## config.mk

```make
export PLATFORM = sky130hd
export DESIGN_NAME = spike_decoder
export DESIGN_NICKNAME = d
export VERILOG_FILES = /design/src/rtl/spike_decoder.sv
export SDC_FILE = /design/constraint.sdc
export NUM_CORES = 1
export LEC_CHECK = 0
export BUFFER_PORTS_ARGS = -buffer_cell sky130_fd_sc_hd__buf_2
export CAP_MARGIN = 20
export CELL_PAD_IN_SITES_DETAIL_PLACEMENT = 0
export CELL_PAD_IN_SITES_GLOBAL_PLACEMENT = 1
export CORE_UTILIZATION = 49
export DETAILED_ROUTE_END_ITERATION = 10
export MAX_ROUTING_LAYER = met4
export PLACE_DENSITY = 0.78
export SLEW_MARGIN = 0
export SYNTH_ARGS = -nofsm -noshare
export SYNTH_HDL_FRONTEND = slang
export SYNTH_SLANG_ARGS = --single-unit
```

## constraint.sdc

```tcl
create_clock -name clk -period 3.4 [get_ports clk]
set_input_delay 0.68 -clock clk [delete_from_list [all_inputs] [get_ports clk]]
set_output_delay 0.68 -clock clk [all_outputs]
set_load 0.005 [all_outputs]
```

## src/rtl/spike_decoder.sv

```systemverilog
// Spike-count classifier for the output layer of a spiking network.
// Counts spikes per neuron over a fixed window, then scans the counters
// one neuron per cycle to pick the most active neuron (lowest index wins
// ties) and holds the result until the consumer accepts it.
module spike_decoder #(
    parameter int NUM_NEURONS = 4,
    parameter int WINDOW      = 100,
    parameter int CNT_WIDTH   = 16,
    localparam int IDX_W      = (NUM_NEURONS > 1) ? $clog2(NUM_NEURONS) : 1
) (
    input  logic                   clk,
    input  logic                   rst,
    input  logic                   start,
    input  logic [NUM_NEURONS-1:0] spike_in,
    output logic                   busy,
    output logic                   out_valid,
    input  logic                   out_ready,
    output logic [IDX_W-1:0]       out_class,
    output logic [CNT_WIDTH-1:0]   out_count,
    output logic                   out_tie
);

    localparam int WIN_W = (WINDOW > 1) ? $clog2(WINDOW) : 1;

    localparam logic [1:0] IDLE  = 2'd0;
    localparam logic [1:0] COUNT = 2'd1;
    localparam logic [1:0] SCAN  = 2'd2;
    localparam logic [1:0] HOLD  = 2'd3;

    localparam logic [WIN_W-1:0]     WIN_LAST = WIN_W'(WINDOW - 1);
    localparam logic [IDX_W-1:0]     IDX_LAST = IDX_W'(NUM_NEURONS - 1);
    localparam logic [CNT_WIDTH-1:0] CNT_MAX  = '1;

    logic [1:0]           r_state;
    logic [WIN_W-1:0]     r_win;
    logic [IDX_W-1:0]     r_idx;
    logic [CNT_WIDTH-1:0] r_cnt [NUM_NEURONS];
    logic [IDX_W-1:0]     r_class;
    logic [CNT_WIDTH-1:0] r_count;
    logic                 r_tie;
    logic                 r_valid;

    logic [CNT_WIDTH-1:0] w_scanCnt;

    // Select the counter currently being examined by the scan.
    always_comb begin
        w_scanCnt = r_cnt[r_idx];
    end

    // Per-neuron saturating spike counters: cleared on an accepted start,
    // incremented only during the observation window.
    always_ff @(posedge clk or negedge rst) begin
        if (!rst) begin
            for (int i = 0; i < NUM_NEURONS; i++) begin
                r_cnt[i] <= '0;
            end
        end else if (r_state == IDLE && start) begin
            for (int i = 0; i < NUM_NEURONS; i++) begin
                r_cnt[i] <= '0;
            end
        end else if (r_state == COUNT) begin
            for (int i = 0; i < NUM_NEURONS; i++) begin
                if (spike_in[i] && r_cnt[i] != CNT_MAX) begin
                    r_cnt[i] <= r_cnt[i] + CNT_WIDTH'(1);
                end
            end
        end
    end

    // Main sequencer: window timing, winner scan and result handshake.
    // The result registers double as the scan's running best, so they are
    // cleared on start and otherwise keep their value after the handshake.
    always_ff @(posedge clk or negedge rst) begin
        if (!rst) begin
            r_state <= IDLE;
            r_win   <= '0;
            r_idx   <= '0;
            r_class <= '0;
            r_count <= '0;
            r_tie   <= 1'b0;
            r_valid <= 1'b0;
        end else begin
            case (r_state)
                IDLE: begin
                    if (start) begin
                        r_win   <= '0;
                        r_idx   <= '0;
                        r_class <= '0;
                        r_count <= '0;
                        r_tie   <= 1'b0;
                        r_state <= COUNT;
                    end
                end
                COUNT: begin
                    if (r_win == WIN_LAST) begin
                        r_idx   <= '0;
                        r_state <= SCAN;
                    end else begin
                        r_win <= r_win + WIN_W'(1);
                    end
                end
                SCAN: begin
                    if (r_idx == '0) begin
                        r_class <= '0;
                        r_count <= w_scanCnt;
                        r_tie   <= 1'b0;
                    end else if (w_scanCnt > r_count) begin
                        r_class <= r_idx;
                        r_count <= w_scanCnt;
                        r_tie   <= 1'b0;
                    end else if (w_scanCnt == r_count) begin
                        r_tie <= 1'b1;
                    end
                    if (r_idx == IDX_LAST) begin
                        r_valid <= 1'b1;
                        r_state <= HOLD;
                    end else begin
                        r_idx <= r_idx + IDX_W'(1);
                    end
                end
                HOLD: begin
                    if (out_ready) begin
                        r_valid <= 1'b0;
                        r_state <= IDLE;
                    end
                end
                default: begin
                    r_state <= IDLE;
                end
            endcase
        end
    end

    assign busy      = (r_state != IDLE);
    assign out_valid = r_valid;
    assign out_class = r_class;
    assign out_count = r_count;
    assign out_tie   = r_tie;

endmodule

```

-- Word-level counts from Yosys, hierarchy flattened
Index checks and enable logic that the tools add are counted.
- bits of input ports: 8
- output and inout port bits: 21
- word-level logic and storage cells: 101
- register bits after elaboration: 95
- bitwise logic cells: 1
- equal/unequal tests: 18
- $lt $le $gt $ge: 2
- muxes and demuxes: 36
- reductions and logical operators: 27
- add/subtract/negate cells: 6
- operator list (operator ; count):
    $mux 16 ; 9
    $mux 64 ; 2
    $add 16x1->16 const B ; 4
    $ne 16x16->1 const B ; 4
    $bmux 16 s2 ; 1
    $pmux 16 s2 ; 1
    $mux 2 ; 9
    $reduce_bool 2->1 ; 9
    $eq 16x16->1 ; 1
    $gt 16x16->1 ; 1
    $mux 7 ; 2
    $pmux 7 s2 ; 1
    $reduce_and 3->1 ; 4
    $ne 2x2->1 const B ; 5
    $pmux 2 s4 ; 1
    $reduce_and 2->1 ; 4
    $reduce_and 4->1 ; 2
    $add 7x1->7 const B ; 1
    $eq 7x7->1 const B ; 1
    $eq 2x2->1 const B ; 3
    $mux 1 ; 6
    $pmux 2 s3 ; 1
    $logic_and 1x1->1 ; 5
    $logic_not 2->1 ; 2
    other kinds (10) ; 11

-- Longest topological paths before layout
Gate-level depths: netlist (run 1).
- depth in word-level cells: 9
- mapped depth: 12
- depth with buffers taken out: 8

-- Worst setup path before layout (run 1)
Ideal clock, no wire load.
- path kind: flip-flop to flip-flop
- start point: register r_idx[0]
- end point: register r_class[0] (netlist: out_class[0])
- path slack: 275 ps
- setup time: 131 ps
- data required time: 3269 ps
- period minus slack after synthesis: 3125 ps
- cell stages (with the launch flop): 12
- data arrival time: 2994 ps
- buffers on the path: 4
- cells stage by stage: dfrtp_1 -> buf_2 -> buf_2 -> mux4_2 -> ha_1 -> nand4_1 -> nor3_2 -> buf_2 -> buf_2 -> a211oi_1 -> a32oi_1 -> o41ai_1
- longest elaborated chain between the ends: 7
- elaborated cells on any way between the ends: 11
- classes of those cells: order compare (1); eq/ne (1); mux (6); bitwise (1); reduce/logical (2)
- ends and longest elaborated chain (what ; line ; RTL):
    start: declaration ; 36 ; logic [IDX_W-1:0] r_idx;
    start signal: assignment ; 118 ; r_idx <= r_idx + IDX_W'(1);
    $not 2->3 (implied by the code) ; 47 ; w_scanCnt = r_cnt[r_idx];
    $bmux 16 s2 ; 47 ;
    $mux 16 (implied by the code) (2 in a row) ; 47 ;
    $gt 16x16->1 ; 107 ; end else if (w_scanCnt > r_count) begin
    $ne 3x3->1 (no source line) ; - ;
    $reduce_and 3->1 (no source line) ; - ;
    end signal: assignment ; 108 ; r_class <= r_idx;
    end: declaration ; 38 ; logic [IDX_W-1:0] r_class;
Several ways; a longest one is shown, not always the timed one. The select of a mux whose other input is x is not followed.
A chain may end at the register's enable or synchronous reset.

-- Final worst setup path (run 1)
Ends and elaborated chain as after synthesis.

==> results of run 1 <==
## final cells by class
| cell class | count | area (µm²) | share of cell area (%) |
|---|---|---|---|
| inverters | 37 | 139 | 2.04 |
| repair buffers | 44 | 275 | 4.05 |
| multi-input cells | 481 | 3490 | 51.4 |
| well taps | 168 | 210 | 3.09 |
| clock inverters | 6 | 60.1 | 0.883 |
| diodes | 2 | 5.00 | 0.0736 |
| clock buffers | 10 | 239 | 3.51 |
| flip-flops and latches | 95 | 2380 | 35.0 |
## metal layers
metal,GRT usage [%],vias up,part of all wire [%]
li1,-,2466,-
met1,37.7,2612,47
met2,41.8,133,46
met3,4.82,27,4.6
met4,11.4,0,2.4
met5,-,-,0
## sequential cells by signal, indices dropped and copies added, names as in the netlist
| register | cells |
|---|---|
| out_tie | 1 |
| out_count | 16 |
| r_cnt | 64 |
| r_state | 2 |
| out_class | 2 |
| r_win | 7 |
| r_idx | 2 |
| out_valid | 1 |
## final timing paths
| path | start | endpoint | slack (ns) | depth (start not counted) |
|---|---|---|---|---|
| worst max-delay path | r_idx[0] | out_class[0] | 0.38 | 8 |
| worst min-delay path | rst | out_count[14] | 0.32 | 1 |
| worst max register to register | r_idx[0] | out_class[0] | 0.38 | 8 |
| worst min register to register | out_count[14] | out_count[14] | 0.52 | 2 |
| max in group asynchronous | rst | r_cnt[6] | 2.38 | 2 |
| min in group clk | out_count[14] | out_count[14] | 0.52 | 2 |
## stage by stage
| stage | util [%] | setup TNS [ns] | hold WS, ns | power, µW | setup WS (ns) |
|---|---|---|---|---|---|
| 4_1_cts | 56.1 | 0 | 0.342 | 3990 | 0.143 |
| 2_1_floorplan | - | 0 | 0.384 | 2470 | 0.275 |
| 3_3_place_gp | 53.6 | -3.34 | 0.484 | 2900 | -0.204 |
| 3_5_place_dp | 53.6 | -4.00 | 0.510 | 2940 | -0.246 |
| 6_report | 56.1 | 0 | 0.317 | 3980 | 0.381 |
| 5_1_grt | 56.1 | 0 | 0.352 | 4230 | 0.120 |
## cell families after synthesis
group	synth area share, %
flops	38.6
buf+inv	4.62
xor+xnor	6.12
fa+ha+maj	5.69
mux	6.91
compound gates	18.4
simple gates	19.6
## cells in the final DEF, fill, tap and decap left out, drive strengths merged, types with 6 or more instances in the layout
cell     Yosys  routed
and3        10      10
a32oi       20      20
nand2       47      47
a211oi      21      21
or4          6       6
mux4        16      16
nand2b       6       6
buf         13      44
xnor2       29      29
dfrtp       95      95
o21ai       36      36
ha          28      28
a21oi       27      27
a2111oi      6       6
o211ai      10      10
nor3        13      13
nor4        10      10
nand3       37      37
or3          7       7
inv         37      37
nand4       14      14
xor2        14      14
nor2        57      57
and2         6       6
clkbuf      22      10
## what timing repair did
action / CTS / global route
endpoints found under the hold margin: 0 / 0
resized for setup: 0 / 1
setup buffers: 1 / 0
setup endpoints to repair: 19 / 18
pin swaps: 1 / 0
## where the power goes
part | switching [µW] | total [µW] | internal (µW)
clock network | 459 | 1050 | 587
logic | 923 | 1480 | 555
registers | 194 | 1460 | 1260
total | 1580 | 3980 | 2410
==> impl_metrics.env, run 1 <==
export IMPL_first_global_vias=4974
export IMPL_start_util_pct=50.8
export IMPL_synth_top_area_share_pct=38.6
export IMPL_clockBufferDepth=2
export IMPL_synth_seq_cells=95
export IMPL_detail_route_first_pass_iterations=5
export IMPL_max_cap_viol_count=0
export IMPL_run_status="complete, no violations"
export IMPL_drv_slew=0
export IMPL_final_fill_count=1139
export IMPL_cp_cell_sequence="buf_4, mux4_1, ha_1, nand2_1, nor2_1, o211ai_4, and3_2, o41ai_1"
export IMPL_synth_edff_count=0
export IMPL_clkTransAtPathRegs_ns=0.07
export IMPL_drt_iter0_markers=317
export IMPL_core_area_mm2=0.0121
export IMPL_yosys_top_cells_area="sky130_fd_sc_hd__dfrtp_1 (39%), sky130_fd_sc_hd__ha_1 (5.7%), sky130_fd_sc_hd__mux4_2 (5.5%)"
export IMPL_worstPathBufferInverterCount=1
export IMPL_tritoncts="built"
export IMPL_netlist_cell_type_count=68
export IMPL_timing_critical_path_max_delay_family="simple AND/OR/NAND/NOR gates"
export IMPL_tightest_slew_ns=0.814
export IMPL_ys_dominant_reg_cell="sky130_fd_sc_hd__dfrtp_1"
export IMPL_via_count=5238
export IMPL_worst_slew_margin_rel_pct=45.6
export IMPL_finalCritPeriodShare_pct=88.8
export IMPL_number_of_top_level_pins=29
export IMPL_required_ns=3.64
export IMPL_drc=0
export IMPL_skew_ns=0.00764
export IMPL_post_route_cells_drive_above_1_share_pct=14.1
export IMPL_netlist_top_cells_count="sky130_fd_sc_hd__dfrtp_1 (95), sky130_fd_sc_hd__nor2_1 (57), sky130_fd_sc_hd__nand2_1 (47), sky130_fd_sc_hd__inv_1 (37), sky130_fd_sc_hd__nand3_1 (36)"
export IMPL_num_nets_final=704
export IMPL_route_detailed_vias_per_inst=6.21
export IMPL_root_buffer_master="sky130_fd_sc_hd__clkbuf_16"
export IMPL_dp_hpwl_mm=11.9
export IMPL_pin_count_of_the_biggest_net_entering_global_routing=53
export IMPL_slowest_stage="sky130_fd_sc_hd__mux4_1"
export IMPL_floorplan_die_height_um=114
export IMPL_ys_warn_count=0
export IMPL_fin_cells=843
export IMPL_grt_pass1_wl_mm=26.7
export IMPL_total_of_hold_buffers_inserted_after_clock_tree_synthesis=0
export IMPL_die_w_um=114
export IMPL_synth_cell_area_mm2=0.00615
export IMPL_rsz0062_at_grt="no"
export IMPL_cts_htree_levels=3
export IMPL_finalCriticalPeriod_ns=3.02
export IMPL_dp_cells=824
export IMPL_hp_class="in2async"
export IMPL_synth_largest_area_cell="sky130_fd_sc_hd__dfrtp_1"
export IMPL_syn_inst=648
export IMPL_numCtsBuffers=9
export IMPL_placed_instance_area_mm2=0.00649
export IMPL_portBuffers=28
export IMPL_layout_cell_area_non_filler_mm2=0.00680
export IMPL_power_leakage_uw=0.00286
export IMPL_crit_path_max_incr_delay_ns=0.65
export IMPL_worst_setup_path_start_kind="flop"
export IMPL_clock_sinks=95
export IMPL_syn2layout_area_growth_pct=10.5
export IMPL_grt_util_all_layers_pct=27.9
export IMPL_postSynth_asyncResetShare_pct=100
export IMPL_finalHoldViolCount=0
export IMPL_cellPowerDensity_mw_per_mm2=585
export IMPL_antenna_violating_nets_post_route=0
export IMPL_worstPathMaxFanout=19
export IMPL_finalWeightedCongestion=0.867
export IMPL_route_final_wire_length_mm=16.4
export IMPL_post_synth_top_count_cell="sky130_fd_sc_hd__dfrtp_1"
export IMPL_setup_violating_endpoint_count_in_the_final_report=0
export IMPL_clock_latency_ns=0.36
export IMPL_overall_overflow_remaining_after_global_route=0
export IMPL_worst_setup_path_end_kind="flop"
export IMPL_timing_critical_path_arrival_ns=3.26
export IMPL_timing_fmax_ghz=0.331
export IMPL_syn_avg_cell_area_um2=9.50
export IMPL_mappedNetlistNets=684
export IMPL_core_rows=40
export IMPL_timing_worst_setup_path_type="reg2reg"
export IMPL_wl_per_cell_um=19.5
export IMPL_ir_drop_uv=430
export IMPL_synth_sequential_area_ratio_pct=38.6
export IMPL_grt_antenna_before_repair=2
export IMPL_floorplan_die_area_mm2=0.0130
No activity file was read; power rests on OpenSTA's default activity.
==> run 2, diff against run 1 <==
--- a/config.mk
+++ b/config.mk
@@ -9,6 +9,7 @@
 export CAP_MARGIN = 20
 export CELL_PAD_IN_SITES_DETAIL_PLACEMENT = 0
 export CELL_PAD_IN_SITES_GLOBAL_PLACEMENT = 1
+export CORE_MARGIN = 3
 export CORE_UTILIZATION = 49
 export DETAILED_ROUTE_END_ITERATION = 10
 export MAX_ROUTING_LAYER = met4
==> constraint.sdc (replaced) <==
create_clock -name clk -period 3 [get_ports clk]
set_input_delay 0.6 -clock clk [delete_from_list [all_inputs] [get_ports clk]]
set_output_delay 0.6 -clock clk [all_outputs]
set_load 0.005 [all_outputs]
==> run 2 against run 1 <==
  * Global-route usage is 3.2 points lower
  * Clock power grew 12%
  * Count of clock-buffer cells in the layout up 2
  * Worst hold slack worse by 0.078 ns
  * Via count fell by 1.7%
  * Setup slack worse by 0.20 ns
  * Cell count is 0.12% lower
  * Non-clock buffer count increased by 2
  * Sequential share of layout area fell by 0.26 points
  * Total power grew 13%
  * First-iteration DRC count up 56%
  * Cell area increased by 0.74%
  * Critical path type unchanged
  * Critical endpoint is now out_count[13]
  * Largest power group unchanged
  * Highest routed layer unchanged
==> impl_metrics.env, run 2 (synthesis results as in run 1) <==
export IMPL_wl_per_cell_um=19.1
export IMPL_floorplan_die_area_mm2=0.0139
export IMPL_most_frequent_cells_in_the_layout="sky130_fd_sc_hd__dfrtp_1 (95), sky130_fd_sc_hd__nor2_1 (57), sky130_fd_sc_hd__nand2_1 (47), sky130_fd_sc_hd__inv_1 (37), sky130_fd_sc_hd__nand3_1 (36)"
export IMPL_grt_antenna_before_repair=0
export IMPL_met3_length_um=640
export IMPL_core_area_mm2=0.0122
export IMPL_detail_route_first_pass_iterations=7
export IMPL_clock_latency_ns=0.35
export IMPL_die_w_um=118
export IMPL_first_global_vias=5101
export IMPL_route_final_wire_length_mm=16.1
export IMPL_registers_top_by_ff_count="r_cnt"
export IMPL_ir_drop_uv=614
export IMPL_hp_class="in2async"
export IMPL_finalWeightedCongestion=0.876
export IMPL_pin_count_of_the_biggest_net_entering_global_routing=55
export IMPL_finalHoldViolCount=0
export IMPL_start_util_pct=50.6
export IMPL_worst_slew_margin_rel_pct=45.9
export IMPL_syn2layout_area_growth_pct=11.3
export IMPL_overall_overflow_remaining_after_global_route=0
export IMPL_grt_pass1_wl_mm=26.8
export IMPL_drv_slew=0
export IMPL_met2RoutedLength_mm=7.52
export IMPL_clock_sinks=95
export IMPL_portBuffers=28
export IMPL_setup_violating_endpoint_count_in_the_final_report=0
export IMPL_tightest_slew_ns=0.810
export IMPL_worst_setup_path_end_kind="flop"
export IMPL_post_route_cells_drive_above_1_share_pct=14.1
export IMPL_via_count=5148
export IMPL_grt_util_all_layers_pct=24.7
export IMPL_num_nets_final=706
export IMPL_run_status="complete, no violations"
export IMPL_finalCriticalPeriod_ns=2.82
export IMPL_required_ns=3.22
export IMPL_worstPathMaxFanout=16
export IMPL_timing_worst_setup_path_type="reg2reg"
export IMPL_layout_cell_area_non_filler_mm2=0.00685
export IMPL_worst_setup_path_start_kind="flop"
export IMPL_core_rows=40
export IMPL_clockBufferDepth=2
export IMPL_route_detailed_vias_per_inst=6.11
export IMPL_largest_register_ffs=64
export IMPL_skew_ns=0.00591
export IMPL_finalCritPeriodShare_pct=94.1
export IMPL_max_cap_viol_count=0
export IMPL_root_buffer_master="sky130_fd_sc_hd__clkbuf_16"
export IMPL_drt_iter0_markers=495
export IMPL_number_of_top_level_pins=29
export IMPL_cellPowerDensity_mw_per_mm2=659
export IMPL_cts_htree_levels=3
export IMPL_antenna_cells_inserted=0
export IMPL_layout_cells_most_common="sky130_fd_sc_hd__dfrtp_1"
export IMPL_drc=0
export IMPL_final_core_util_pct=56.3
export IMPL_power_leakage_uw=0.00288
export IMPL_antenna_violating_nets_post_route=0
export IMPL_clkTransAtPathRegs_ns=0.07
export IMPL_numCtsBuffers=9
export IMPL_dp_hpwl_mm=11.7
export IMPL_floorplan_die_height_um=118
export IMPL_timing_fmax_ghz=0.354
export IMPL_rsz0062_at_grt="no"
export IMPL_routedLengthMet1_mm=7.45
export IMPL_placed_instance_area_mm2=0.00654
export IMPL_route_top_layer_used="met4"
export IMPL_timing_critical_path_arrival_ns=3.04
export IMPL_tritoncts="built"
## run 2: worst paths after layout
check	startpoint	cells past startpoint	slack [ns]	endpoint
hold reg to reg	out_tie	1	0.51	out_tie
setup / recovery	r_idx[0]	10	0.18	out_count[13]
min in group clk	out_tie	1	0.51	out_tie
setup reg to reg	r_idx[0]	10	0.18	out_count[13]
max in group asynchronous	rst	2	2.05	r_cnt[46]
hold / removal	rst	1	0.24	out_count[13]
## run 2: routing by layer
| metal | track usage (%) | vias up |
|---|---|---|
| met5 | - | - |
| met4 | 9.82 | 0 |
| met3 | 3.46 | 23 |
| met2 | 37.0 | 115 |
| met1 | 34.0 | 2554 |
| li1 | - | 2456 |
## run 2: final cells by class
class,count,area [µm²]
Sequential cell,95,2380
Fill cell,1105,5310
Clock buffer,12,256
Timing Repair Buffer,46,315
Multi-Input combinational cell,481,3510
Tap cell,168,210
Clock inverter,3,42.5
Inverter,37,139
## run 2: stage by stage
step / worst slack [ns] / setup TNS (ns) / hold WS (ns) / total power [µW] / std cells
6_report: 0.178 / 0 / 0.239 / 4520 / 842
5_1_grt: 0.0349 / 0 / 0.277 / 4820 / 842
4_1_cts: 0.0143 / 0 / 0.254 / 4530 / 842
3_5_place_dp: -0.0402 / -0.316 / 0.500 / 3350 / 827
3_3_place_gp: 0.0509 / 0 / 0.482 / 3300 / 827
2_1_floorplan: 0.0168 / 0 / 0.304 / 2800 / 648
## run 2: power by group
| part | switching (µW) | internal, µW | leakage, µW |
|---|---|---|---|
| logic | 1040 | 653 | 0.00144 |
| registers | 212 | 1430 | 0.00130 |
| clock network | 491 | 686 | 0.000145 |
| total | 1740 | 2770 | 0.00288 |
## run 2: what timing repair did
action | CTS | global route
hold buffers | 0 | 0
gates cloned | 0 | 0
pin swaps | 0 | 1
buffers inserted | 0 | 0
resized for setup | 1 | 1
endpoints found under the setup margin | 13 | 18
hold endpoints to repair | 0 | 0
## run 2: critical path: stages (launching register included)
cell and delay, ns:
sky130_fd_sc_hd__dfrtp_1 0.39, sky130_fd_sc_hd__buf_12 0.18, sky130_fd_sc_hd__mux4_2 0.54, sky130_fd_sc_hd__ha_1 0.32
sky130_fd_sc_hd__nand4_1 0.20, sky130_fd_sc_hd__nor3_4 0.28, sky130_fd_sc_hd__buf_4 0.23, sky130_fd_sc_hd__a31oi_1 0.10
sky130_fd_sc_hd__buf_4 0.21, sky130_fd_sc_hd__nand3_1 0.13, sky130_fd_sc_hd__o21ai_0 0.08
==> run 3, diff against run 2 <==
--- a/config.mk
+++ b/config.mk
@@ -5,15 +5,17 @@
 export SDC_FILE = /design/constraint.sdc
 export NUM_CORES = 1
 export LEC_CHECK = 0
+export ABC_CLOCK_PERIOD_IN_PS = 3000
 export BUFFER_PORTS_ARGS = -buffer_cell sky130_fd_sc_hd__buf_2
 export CAP_MARGIN = 20
 export CELL_PAD_IN_SITES_DETAIL_PLACEMENT = 0
 export CELL_PAD_IN_SITES_GLOBAL_PLACEMENT = 1
 export CORE_MARGIN = 3
-export CORE_UTILIZATION = 49
+export CORE_UTILIZATION = 50
+export CTS_BUF_LIST = sky130_fd_sc_hd__clkbuf_2
 export DETAILED_ROUTE_END_ITERATION = 10
 export MAX_ROUTING_LAYER = met4
-export PLACE_DENSITY = 0.78
+export PLACE_DENSITY = 0.79
 export SLEW_MARGIN = 0
 export SYNTH_ARGS = -nofsm -noshare
 export SYNTH_HDL_FRONTEND = slang
==> run 3 against run 2 <==
  * First-iteration DRC count down 4.0%
  * Combinational power up 2%
  * Non-clock buffer count up 12
  * Flip-flop and latch count unchanged
  * Global-route usage up 1.7 points
  * Clock power down 56%
  * Total power down 13%
  * Die area down 1.9%
  * Fmax down 0.20%
==> impl_metrics.env, run 3 (synthesis results as in run 1) <==
export IMPL_core_rows=39
export IMPL_die_w_um=117
export IMPL_numCtsBuffers=9
export IMPL_timing_worst_setup_path_type="reg2reg"
export IMPL_clockBufferDepth=2
export IMPL_start_util_pct=52.5
export IMPL_run_status="complete, no violations"
export IMPL_finalCritPeriodShare_pct=94.3
export IMPL_hp_class="in2reg"
export IMPL_floorplan_die_area_mm2=0.0137
export IMPL_dp_hpwl_mm=12.1
export IMPL_grt_pass1_wl_mm=26.8
export IMPL_worstPathMaxFanout=18
export IMPL_dp_cells=810
export IMPL_post_route_cells_drive_above_1_share_pct=16.1
export IMPL_antenna_violating_nets_post_route=0
export IMPL_rrSetupSlack_ns=0.17
export IMPL_route_detailed_vias_per_inst=6.32
export IMPL_overall_overflow_remaining_after_global_route=0
export IMPL_required_ns=3.49
export IMPL_syn2layout_area_growth_pct=9.01
export IMPL_fin_worst_hold_slack_ns=0.343
export IMPL_skew_ns=0.0155
export IMPL_timing_critical_path_arrival_ns=3.32
export IMPL_tritoncts="built"
export IMPL_root_buffer_master="sky130_fd_sc_hd__clkbuf_2"
export IMPL_worst_setup_path_start_kind="flop"
export IMPL_ff2ff_path_depth=10
export IMPL_clock_latency_ns=0.60
export IMPL_worst_r2r_endpoint="out_class[0]"
export IMPL_core_area_mm2=0.0117
export IMPL_p_clk_share_pct=13.4
export IMPL_cellInternalPower_uw=2210
export IMPL_finalWeightedCongestion=0.912
export IMPL_clkTransAtPathRegs_ns=0.23
export IMPL_ir_drop_uv=287
export IMPL_wl_per_cell_um=19.8
export IMPL_route_final_wire_length_mm=16.4
export IMPL_power_frac_seq_pct=42.3
export IMPL_worst_setup_path_end_kind="flop"
export IMPL_pin_count_of_the_biggest_net_entering_global_routing=59
export IMPL_total_switching_power_uw=1690
export IMPL_largest_register_ffs=64
export IMPL_endpoint_of_the_worst_hold_path="out_valid"
export IMPL_power_share_switching_pct=43.4
export IMPL_grt_antenna_before_repair=0
export IMPL_most_frequent_cells_in_the_layout="sky130_fd_sc_hd__dfrtp_1 (95), sky130_fd_sc_hd__nor2_1 (56), sky130_fd_sc_hd__nand2_1 (47), sky130_fd_sc_hd__inv_1 (37), sky130_fd_sc_hd__nand3_1 (36)"
export IMPL_drt_iter0_markers=475
export IMPL_tightest_slew_ns=0.786
export IMPL_grt_util_all_layers_pct=26.4
export IMPL_power_combinational_fraction_pct=44.4
export IMPL_power_leakage_uw=0.00288
export IMPL_rsz0062_at_grt="no"
export IMPL_registers_top_by_ff_count="r_cnt"
export IMPL_cellPowerDensity_mw_per_mm2=582
export IMPL_portBuffers=28
export IMPL_layout_cells_most_common="sky130_fd_sc_hd__dfrtp_1"
export IMPL_via_count=5235
export IMPL_number_of_top_level_pins=29
export IMPL_finalHoldViolCount=0
export IMPL_worstHoldStart="out_ready"
export IMPL_drv_slew=0
export IMPL_first_global_vias=4950
export IMPL_drc=0
export IMPL_detail_route_first_pass_iterations=5
export IMPL_hold_path_depth=4
export IMPL_num_nets_final=718
export IMPL_worst_slew_margin_rel_pct=47.5
export IMPL_setup_violating_endpoint_count_in_the_final_report=0
export IMPL_fin_cells=828
export IMPL_max_cap_viol_count=0
export IMPL_antenna_cells_inserted=0
export IMPL_timing_fmax_ghz=0.354
export IMPL_floorplan_die_height_um=117
export IMPL_cts_htree_levels=3
export IMPL_clock_sinks=95
export IMPL_crit_reg2reg_launch="r_idx[0]"
export IMPL_finalCriticalPeriod_ns=2.83
[run 3: changes by cell type in the layout (fill, tap and decap cells not counted), sizes merged]
cell         before  now
buf              46   57
bufinv            1    0
clkinv            1    2
clkinvlp          1    0
dlygate4sd3       0    1
[run 3: metrics by stage]
| step | setup WS, ns | cell area, µm² | utilization (%) | setup TNS, ns | power [µW] |
|---|---|---|---|---|---|
| after floorplan | 0.0168 | 6170 | - | 0 | 2800 |
| after global placement | -0.0648 | 6560 | 56.0 | -0.868 | 3290 |
| after detailed placement | -0.175 | 6560 | 56.0 | -2.55 | 3350 |
| after CTS | 0.0378 | 6650 | 56.7 | 0 | 3880 |
| after global routing | 0.0570 | 6710 | 57.3 | 0 | 4200 |
| final | 0.172 | 6710 | 57.3 | 0 | 3910 |
[run 3: critical path: stages, from the launching register on]
cell	delay, ns
sky130_fd_sc_hd__dfrtp_1	0.46
sky130_fd_sc_hd__buf_12	0.16
sky130_fd_sc_hd__mux4_2	0.53
sky130_fd_sc_hd__ha_1	0.32
sky130_fd_sc_hd__nand4_1	0.12
sky130_fd_sc_hd__buf_4	0.16
sky130_fd_sc_hd__nor3_1	0.34
sky130_fd_sc_hd__nor4_4	0.05
sky130_fd_sc_hd__buf_4	0.22
sky130_fd_sc_hd__a32oi_1	0.26
sky130_fd_sc_hd__o41ai_2	0.11
[run 3: layout make-up]
type | count | area (µm²)
fillers | 1049 | 5000
multi-input cells | 481 | 3540
flip-flops and latches | 95 | 2380
repair buffers | 58 | 403
well taps | 143 | 179
inverters | 37 | 139
clock buffers | 12 | 60.1
clock inverters | 2 | 10.0
[run 3: timing repair]
action | 4_1_cts | 5_1_grt
hold buffers | 1 | 0
pin swaps | 1 | 2
hold endpoints to repair | 39 | 0
setup endpoints to repair | 19 | 18
setup buffers | 1 | 2
gates resized for setup | 0 | 8
[run 3: power by group through the flow]
stage / sequential, µW / combinational, µW / clock (µW)
floorplan: 1590 / 1220 / 0
global placement: 1660 / 1630 / 0
detailed placement: 1670 / 1680 / 0
CTS: 1650 / 1690 / 544
global route: 1670 / 1930 / 594
finish: 1650 / 1730 / 522
[run 3: metal layers]
| metal | share of wire (%) | vias to the layer above | GRT usage [%] |
|---|---|---|---|
| met4 | 2.1 | 0 | 6.96 |
| met1 | 46 | 2578 | 36.0 |
| met5 | 0 | - | - |
| met3 | 4.7 | 29 | 5.50 |
| li1 | - | 2490 | - |
| met2 | 47 | 138 | 40.4 |
[run 3: worst max-delay path by stage]
stage,start,to,slack (ns),depth (start not counted)
detailed placement,r_idx[0],out_count[12],-0.18,9
global route,r_idx[0],out_count[12],0.06,11
floorplan,r_idx[1],out_count[10],0.02,11
finish,r_idx[0],out_class[0],0.17,10
CTS,r_idx[0],out_class[0],0.04,10
global placement,r_idx[0],out_count[13],-0.06,9
